File: config.mk
export PLATFORM = sky130hd
export DESIGN_NAME = fetch_unit
export DESIGN_NICKNAME = d
export VERILOG_FILES = /design/src/rtl/proc_pkg.sv /design/src/rtl/branch_target.sv /design/src/rtl/fetch_unit.sv
export SDC_FILE = /design/constraint.sdc
export NUM_CORES = 1
export LEC_CHECK = 0
export ABC_AREA = 0
export BUFFER_PORTS_ARGS = -buffer_cell sky130_fd_sc_hd__buf_2
export CORE_UTILIZATION = 49
export CTS_CLUSTER_SIZE = 10
export DETAILED_ROUTE_END_ITERATION = 8
export PLACE_DENSITY = 0.77
export SETUP_SLACK_MARGIN = 0.5
export SLEW_MARGIN = 5
export SYNTH_ARGS = -nofsm -noshare
export SYNTH_HDL_FRONTEND = slang
export SYNTH_HIERARCHICAL = 1
export SYNTH_SLANG_ARGS = --single-unit
File: constraint.sdc
create_clock -name clk -period 1.6 [get_ports clk]
set_input_delay 0.16 -clock clk [delete_from_list [all_inputs] [get_ports clk]]
set_output_delay 0.16 -clock clk [all_outputs]
set_load 0.03 [all_outputs]
File: src/rtl/proc_pkg.sv
// Shared definitions for the 16-bit processor front end: branch selects,
// fetch state encoding and the branch-condition helper.
package proc_pkg;

  localparam int unsigned INST_W = 16;
  localparam int unsigned OFF_W  = 6;
  localparam int unsigned BS_W   = 3;

  localparam logic [BS_W-1:0] BS_EQ   = 3'b000;
  localparam logic [BS_W-1:0] BS_NE   = 3'b001;
  localparam logic [BS_W-1:0] BS_GEZ  = 3'b010;
  localparam logic [BS_W-1:0] BS_LTZ  = 3'b011;
  localparam logic [BS_W-1:0] BS_NONE = 3'b100;

  typedef enum logic [2:0] {
    ST_IDLE = 3'd0,
    ST_REQ  = 3'd1,
    ST_WAIT = 3'd2,
    ST_HOLD = 3'd3,
    ST_HALT = 3'd4
  } fetch_state_e;

  // Branch condition from the select code and ALU flags; unknown codes never take.
  function automatic logic bs_taken(input logic [BS_W-1:0] bs,
                                    input logic            zero,
                                    input logic            neg);
    logic t;
    t = 1'b0;
    case (bs)
      BS_EQ:   t = zero;
      BS_NE:   t = ~zero;
      BS_GEZ:  t = ~neg;
      BS_LTZ:  t = neg;
      default: t = 1'b0;
    endcase
    return t;
  endfunction

endpackage

File: src/rtl/branch_target.sv
// Combinational branch resolution: taken flag and PC-relative target.
module branch_target
  import proc_pkg::*;
#(
  parameter int unsigned PC_W = 16
) (
  input  logic              br_valid_i,
  input  logic [BS_W-1:0]   br_bs_i,
  input  logic [OFF_W-1:0]  br_off_i,
  input  logic [PC_W-1:0]   br_pc_i,
  input  logic              alu_zero_i,
  input  logic              alu_neg_i,
  output logic              taken_c,
  output logic [PC_W-1:0]   target_c
);

  logic [PC_W-1:0] off_ext;

  // Offset is relative to the instruction after the branch.
  assign off_ext  = PC_W'($signed(br_off_i));
  assign target_c = br_pc_i + PC_W'(1) + off_ext;
  assign taken_c  = br_valid_i & bs_taken(br_bs_i, alu_zero_i, alu_neg_i);

endmodule

File: src/rtl/fetch_unit.sv
// Instruction fetch stage: one outstanding imem request, valid/ready hand-off
// to the decoder, branch redirect with squash of in-flight data, sticky HALT.
module fetch_unit
  import proc_pkg::*;
#(
  parameter int unsigned PC_W     = 16,
  parameter int unsigned RESET_PC = 0
) (
  input  logic              clk,
  input  logic              rst_n,
  output logic              imem_req,
  output logic [PC_W-1:0]   imem_addr,
  input  logic              imem_rvalid,
  input  logic [INST_W-1:0] imem_rdata,
  output logic [INST_W-1:0] inst,
  output logic [PC_W-1:0]   inst_pc,
  output logic              inst_valid,
  input  logic              inst_ready,
  input  logic              halt_in,
  input  logic              br_valid,
  input  logic [BS_W-1:0]   br_bs,
  input  logic [OFF_W-1:0]  br_off,
  input  logic [PC_W-1:0]   br_pc,
  input  logic              alu_zero,
  input  logic              alu_neg,
  output logic              halted
);

  localparam logic [PC_W-1:0] RST_PC = PC_W'(RESET_PC);

  fetch_state_e      state_q,   state_d;
  logic [PC_W-1:0]   pc_q,      pc_d;
  logic              squash_q,  squash_d;
  logic [INST_W-1:0] inst_q,    inst_d;
  logic [PC_W-1:0]   inst_pc_q, inst_pc_d;
  logic              req_q,     req_d;
  logic [PC_W-1:0]   addr_q,    addr_d;
  logic              valid_q,   valid_d;
  logic              halted_q,  halted_d;

  logic              taken;
  logic [PC_W-1:0]   target;

  branch_target #(
    .PC_W (PC_W)
  ) u_branch_target (
    .br_valid_i (br_valid),
    .br_bs_i    (br_bs),
    .br_off_i   (br_off),
    .br_pc_i    (br_pc),
    .alu_zero_i (alu_zero),
    .alu_neg_i  (alu_neg),
    .taken_c    (taken),
    .target_c   (target)
  );

  always_ff @(posedge clk or negedge rst_n) begin
    if (!rst_n) begin
      state_q   <= ST_IDLE;
      pc_q      <= RST_PC;
      squash_q  <= 1'b0;
      inst_q    <= '0;
      inst_pc_q <= '0;
      req_q     <= 1'b0;
      addr_q    <= RST_PC;
      valid_q   <= 1'b0;
      halted_q  <= 1'b0;
    end else begin
      state_q   <= state_d;
      pc_q      <= pc_d;
      squash_q  <= squash_d;
      inst_q    <= inst_d;
      inst_pc_q <= inst_pc_d;
      req_q     <= req_d;
      addr_q    <= addr_d;
      valid_q   <= valid_d;
      halted_q  <= halted_d;
    end
  end

  // Next-state logic; a taken redirect outranks everything except HALT.
  always_comb begin
    state_d   = state_q;
    pc_d      = pc_q;
    squash_d  = squash_q;
    inst_d    = inst_q;
    inst_pc_d = inst_pc_q;

    unique case (state_q)
      ST_IDLE: begin
        state_d = ST_REQ;
        if (taken) pc_d = target;
      end
      ST_REQ: begin
        state_d = ST_WAIT;
        if (taken) begin
          pc_d     = target;
          squash_d = 1'b1;
        end
      end
      ST_WAIT: begin
        if (taken) begin
          pc_d = target;
          if (imem_rvalid) begin
            squash_d = 1'b0;
            state_d  = ST_REQ;
          end else begin
            squash_d = 1'b1;
          end
        end else if (imem_rvalid) begin
          if (squash_q) begin
            squash_d = 1'b0;
            state_d  = ST_REQ;
          end else begin
            inst_d    = imem_rdata;
            inst_pc_d = pc_q;
            pc_d      = pc_q + PC_W'(1);
            state_d   = ST_HOLD;
          end
        end
      end
      ST_HOLD: begin
        if (taken) begin
          pc_d    = target;
          state_d = ST_REQ;
        end else if (inst_ready) begin
          state_d = halt_in ? ST_HALT : ST_REQ;
        end
      end
      ST_HALT: begin
        state_d = ST_HALT;
      end
      default: begin
        state_d = ST_IDLE;
      end
    endcase
  end

  // Outputs are registered from the upcoming state so they align with it.
  always_comb begin
    req_d    = (state_d == ST_REQ);
    addr_d   = (state_d == ST_REQ) ? pc_d : addr_q;
    valid_d  = (state_d == ST_HOLD);
    halted_d = (state_d == ST_HALT);
  end

  assign imem_req   = req_q;
  assign imem_addr  = addr_q;
  assign inst       = inst_q;
  assign inst_pc    = inst_pc_q;
  assign inst_valid = valid_q;
  assign halted     = halted_q;

endmodule

==> flow_summary.toml, run 1 <==
[logic_synthesis]
synth_top_area_share = 0.4379
synth_edf_count = 0
syn_inst = 381
yosys.cell_types.count = 68
synth-warning-count = 6
synth_area_leaders = "dfrtp_1 44%, mux2_2 9.4%, ha_1 4.9%, a21oi_1 2.6%, mux2_1 2.5%"
synth-seq-area-share = 0.4379
syn_nets = 447
synthTopCellsByCount = "71 x dfrtp_1, 34 x mux2_2, 25 x nand2_1"
yosysMostFrequentCell = "dfrtp_1"
postSynthAreaPerCell_um2 = 10.65
synth-async-reset-ratio = 1.000
synthesis.area_mm2 = 0.004058
yosys.area.top_type = "dfrtp_1"
synth_seq_cells = 71
synth_flop_cell = "dfrtp_1"

[layout]
nNetsFinal = 710
finalInstanceArea_mm2 = 0.007462
final_core_util = 0.9461
fillCellCount = 197
drive_gt1_frac = 0.6733
area_growth_pct = 83.90
antenna_cells = 0

[sta]
period_minus_slack_ps = 2330
fin_skew_ps = 24.26
fmax_ghz = 0.4291
timing.setup.tns_ps = -18220
slew_violations = 0
final-setup-viol-count = 64
tightest_slew_ps = 550.4
fin_ws_ps = -730.3
finalHoldViolations = 0
rsz0062_at_grt = "yes"
worst_hold_slack_ps = 4.346
period_share = 1.456
maxSlewHeadroom = 0.6272

[critical_path]
crit_fanout = 3
path_cells = "buf_8 > inv_12 > ha_4 > inv_2 > fa_2 > a21o_1 > a221oi_4 > buf_4 > o21bai_4 > a221oi_2 > xnor2_1 > a22oi_1 > a31oi_1"
cpPeakStageDelay_ps = 380
path_class = "in -> reg"
r2r_end = "imem_addr[12]$_DFFE_PN0P_"
r2r_cells = 7
end_kind = "flop"
critPathRequiredTime_ps = 1820
crit_slowest_cell = "a22oi_1"
critPathBufInv = 4
timing.rr.start = "pc_q[0]$_DFF_PN0_"
crit_family = "compound AO/OA/AOI/OAI gates"
cp_num_cells = 13
setup.worst_path.start_class = "primary input"
arrival_ps = 2550
r2r_setup_slack_ps = -700

[pwr]
power.leakage_nw = 3.501
peakVddDrop_uv = 905.0
p_per_area_mw_per_mm2 = 1966

[floorplanning]
rows = 32
start_util = 0.5144
dieWidth_um = 93
die_area_mm2 = 0.008649
core-area_mm2 = 0.007888
die_height_um = 93
io_pins = 100

[placement]
placed_area_mm2 = 0.005670
place_hpwl_mm = 9.007
place.gp.congestion = 0.9328
port-buffer-count = 99

[routing]
ant_nets = 0
wl_mm = 22.25
num_vias = 5213
highest_layer = "met5"
routedWlPerCell_um = 29.62
viasPerCell = 6.941
wl_met2_mm = 9.947
met1_length_mm = 7.035
routed-wl-met3_mm = 2.953
drt_iter0_drc = 876
first_pass_iters = 9
drc = 20

[clocking]
cts_tree = "done"
htreeDepth = 3
clock_path_buffers = 2
cts_sinks = 71
cts_buffers = 9
cts_root_buffer = "clkbuf_8"
path_clk_slew_ps = 100
clock_latency_ps = 380

[run_status]
status = "finished, violations left"
violations = "design-rule violations, negative setup slack"

[global_routing]
overflow = 0
grt_pass1_wl_mm = 22.78
grtUsageTotal = 0.3491
first_global_vias = 4442
grt_antenna_before_repair = 1
grt_max_degree = 41

[hold_path]
min_to = "inst[5]$_DFFE_PN0P_"
hp-class = "in -> reg"
holdPathStages = 2
min-delay-start = "imem_rdata[5]"

[run]
max-cap-violations = 0
-- metrics by stage --
step | cells | total power, W | setup WS [ps]
detailed placement | 666 | 0.009277 | -890.1
CTS | 716 | 0.01209 | -410.0
global placement | 666 | 0.009083 | -783.7
floorplan | 381 | 0.007112 | -531.1
finish | 751 | 0.01467 | -730.3
global route | 751 | 0.01492 | -888.8
-- what timing repair did --
action                                  4_1_cts  5_1_grt
buffers inserted                             29       35
endpoints found under the setup margin       76      111
gates cloned                                  4        0
pin swaps                                    52       28
resized for setup                           121      137
hold buffers                                  1        0
endpoints found under the hold margin        31        0
-- registers in the layout, summed over array words and instances (netlist names) --
signal      count
halted          1
imem_addr      16
inst           16
state_q         3
squash_q        1
pc_q           16
imem_req        1
inst_valid      1
inst_pc        16
-- report_power, final --
part           switching [W]  total [W]  internal (W)  leakage [nW]
clock network       0.000836    0.00172      0.000881         0.110
registers           0.000907    0.00355       0.00265         0.846
logic                0.00489    0.00940       0.00451          2.55
-- final cells by class --
class	instances	area, µm²	share of cell area
Timing Repair Buffer	268	2323	0.3114
Sequential cell	71	1778	0.2383
Multi-Input combinational cell	280	2925	0.3920
Tap cell	102	127.6	0.01710
Clock inverter	7	95.09	0.01274
Clock buffer	9	123.9	0.01660
Inverter	14	88.84	0.01190
-- worst max path at each step --
stage,start,end,slack (ps)
2_1_floorplan,br_pc[0],imem_addr[12]$_DFFE_PN0P_,-530
3_3_place_gp,br_pc[0],imem_addr[12]$_DFFE_PN0P_,-780
3_5_place_dp,br_pc[0],imem_addr[12]$_DFFE_PN0P_,-890
4_1_cts,br_off[0],imem_addr[12]$_DFFE_PN0P_,-410
5_1_grt,br_pc[0],imem_addr[8]$_DFFE_PN0P_,-890
6_report,br_pc[0],imem_addr[10]$_DFFE_PN0P_,-730
-- metal layers --
| layer | vias up | GRT usage |
|---|---|---|
| li1 | 1946 | - |
| met1 | 2418 | 0.4025 |
| met2 | 601 | 0.6268 |
| met3 | 246 | 0.05203 |
| met4 | 2 | 0.1769 |
| met5 | - | 0 |
-- placed cells by master (no fill, tap or decap), drive strengths merged, types with 3 or more instances in the layout --
cell,synthesis,layout
a211oi,3,3
a21o,5,5
a21oi,21,21
a221oi,4,4
a22oi,8,8
a31oi,4,4
and4,4,4
buf,9,266
clkbuf,7,10
clkinv,0,5
dfrtp,71,71
ha,16,16
inv,14,12
mux2,45,45
nand2,26,26
nand2b,3,3
nand3,16,16
nand4,6,6
nor2,15,15
nor2b,5,5
nor3,6,6
nor4,6,6
o211ai,6,6
o21ai,24,24
o22ai,3,3
o31ai,3,3
or3,3,3
xnor2,11,11
xor2,4,4
-- cell families (layout without fill, tap and decap cells) --
family,after synthesis,in the layout,share of synthesized area
AOI/OAI and AO/OA,96,96,0.1576
xor gates and xnor gates,15,15,0.03238
adders and majority gates,17,17,0.05427
buffers and inverters,30,298,0.03854
DFF,71,71,0.4379
muxes,46,46,0.1292
and+or+nand+nor,106,106,0.1502
Note: power is estimated with default switching activity, not from simulation.
==> run 2: changes to the inputs <==
BUFFER_PORTS_ARGS = not set   (was -buffer_cell sky130_fd_sc_hd__buf_2)
CORE_UTILIZATION = 50   (was 49)
DONT_BUFFER_PORTS = 1   (was not set)
PLACE_DENSITY = not set   (was 0.77)
clock period = 2.73 ns   (was 1.6 ns; I/O delays follow)
==> run 2 against run 1 <==
  * The flow now finishes without violations
  * Clock power decreased by 51%
  * Sequential share of layout area increased by 16 points
  * Combinational power decreased by 84%
  * Global-route usage decreased by 10 points
  * Register-to-register slack improved by 1300 ps
  * Clock skew decreased by 12 ps
  * Via count decreased by 41%
  * Worst hold slack improved by 54 ps
  * Utilization decreased by 37 points
  * Routed wire length decreased by 55%
==> flow_summary.toml, run 2 (same netlist as run 1, synthesis figures left out) <==
[pwr]
p_per_area_mw_per_mm2 = 1138
power.leakage_nw = 1.855
peakVddDrop_uv = 702.9

[routing]
drt_iter0_drc = 180
drc = 0
first_pass_iters = 4
routedWlPerCell_um = 20.19
wl_mm = 10.02
num_vias = 3066
ant_nets = 0
viasPerCell = 6.181

[placement]
place_hpwl_mm = 7.395
place_ws_ps = 237.9
place.gp.congestion = 0.9136
port-buffer-count = 0

[critical_path]
crit_slowest_cell = "or3_4"
path_cells = "ha_1 > a21o_1 > or3_4 > o21ai_4 > o21ai_1 > xor2_1 > a22oi_1 > o21ai_1 > mux2_1"
path_class = "in -> reg"
cpPeakStageDelay_ps = 360
setup.worst_path.start_class = "primary input"
path_common_cell = "o21ai_1"
end_kind = "flop"
critPathRequiredTime_ps = 2960
crit_fanout = 4
arrival_ps = 2330

[layout]
mostFrequentLayoutCells = "70 x dfrtp_1, 34 x mux2_2, 25 x nand2_1"
drive_gt1_frac = 0.2310
seq_area_mm2 = 0.001778
nNetsFinal = 455
area_growth_pct = 10.18
fillCellCount = 678
multi_input_area_mm2 = 0.002196
antenna_cells = 0
final_common_cell = "dfrtp_1"

[clocking]
cts_tree = "done"
post_cts_buffers = 0
clock_path_buffers = 2
htreeDepth = 3
cts_root_buffer = "clkbuf_8"
cts_buffers = 9
path_clk_slew_ps = 80
cts_sinks = 71
clock_latency_ps = 340

[sta]
slew_violations = 0
timing.setup.tns_ps = 0
rsz0062_at_grt = "no"
tightest_slew_ps = 473.9
period_share = 0.7684
period_minus_slack_ps = 2098
maxSlewHeadroom = 0.6822
fin_ws_ps = 632.3
finalHoldViolations = 0
final-setup-viol-count = 0
fin_skew_ps = 12.34
fmax_ghz = 0.4767

[floorplanning]
dieWidth_um = 92.09
start_util = 0.5197
die_area_mm2 = 0.008480
core-area_mm2 = 0.007807
rows = 32
die_height_um = 92.09
io_pins = 100

[run]
max-cap-violations = 0

[global_routing]
grt_antenna_before_repair = 0
overflow = 0
grt_max_degree = 72
first_global_vias = 3070
grt_pass1_wl_mm = 15.93
grtUsageTotal = 0.2458

[hold_path]
hp-class = "in -> reg"

[run_status]
status = "finished clean"
[run 2: cell types whose count changed in the layout (fill, tap and decap cells not counted), sizes merged]
| cell | previous run | this run |
|---|---|---|
| buf | 266 | 12 |
| bufinv | 2 | 1 |
| clkinv | 5 | 3 |
| clkinvlp | 2 | 1 |
| inv | 12 | 15 |
[run 2: per-stage QoR]
stage          cell area [µm²]  std cells    util  hold WS [ps]  total power [W]
2_1_floorplan             4100        381       -        -22.59         0.003845
3_3_place_gp              4207        478  0.5388        -21.37         0.004193
3_5_place_dp              4207        478  0.5388        -21.33         0.004236
4_1_cts                   4441        496  0.5688         58.73         0.005109
5_1_grt                   4471        496  0.5726         53.98         0.005384
6_report                  4471        496  0.5726         58.31         0.005086
[run 2: power by group]
part / switching, W / total [W] / internal (W)
registers: 0.00120 / 0.00274 / 0.00154
clock network: 0.000416 / 0.000844 / 0.000427
logic: 0.000755 / 0.00150 / 0.000746
total: 0.00237 / 0.00509 / 0.00271
[run 2: final timing paths]
check,slack (ps),start,cells after the start,end
min in group asynchronous,490,rst_n,2,inst[15]$_DFFE_PN0P_
max in group asynchronous,1960,rst_n,2,pc_q[6]$_DFF_PN0_
hold reg to reg,610,pc_q[14]$_DFF_PN0_,1,inst_pc[14]$_DFFE_PN0P_
hold / removal,60,imem_rdata[13],1,inst[13]$_DFFE_PN0P_
setup / recovery,630,br_off[4],9,imem_addr[9]$_DFFE_PN0P_
setup reg to reg,630,pc_q[0]$_DFF_PN0_,6,imem_addr[10]$_DFFE_PN0P_
[run 2: worst max-delay path: cells and delay by family]
kind / cells / cell delay [ps]
mux: 1 / 310
fa+ha+maj: 1 / 330
xor+xnor: 1 / 170
simple gates: 1 / 360
compound gates: 5 / 860
[run 2: area by class of cell]
type / instances / share of cell area
Tap cell: 102 / 0.02855
Clock inverter: 6 / 0.01539
Sequential cell: 71 / 0.3977
Clock buffer: 10 / 0.02855
Timing Repair Buffer: 13 / 0.02687
Inverter: 14 / 0.01175
Multi-Input combinational cell: 280 / 0.4912
[run 2: what timing repair did]
item / in CTS / in global routing
endpoints found under the setup margin: 0 / 15
hold buffers: 2 / 0
resized for setup: 0 / 6
endpoints found under the hold margin: 71 / 0
[run 2: layer usage]
metal  track usage  wire length (µm)  up-vias
met5             0                 0        -
met4       0.07552               148        0
met3       0.05058               628       13
met2        0.4123              4896      108
met1        0.3188              4342     1507
li1              -                 -     1438
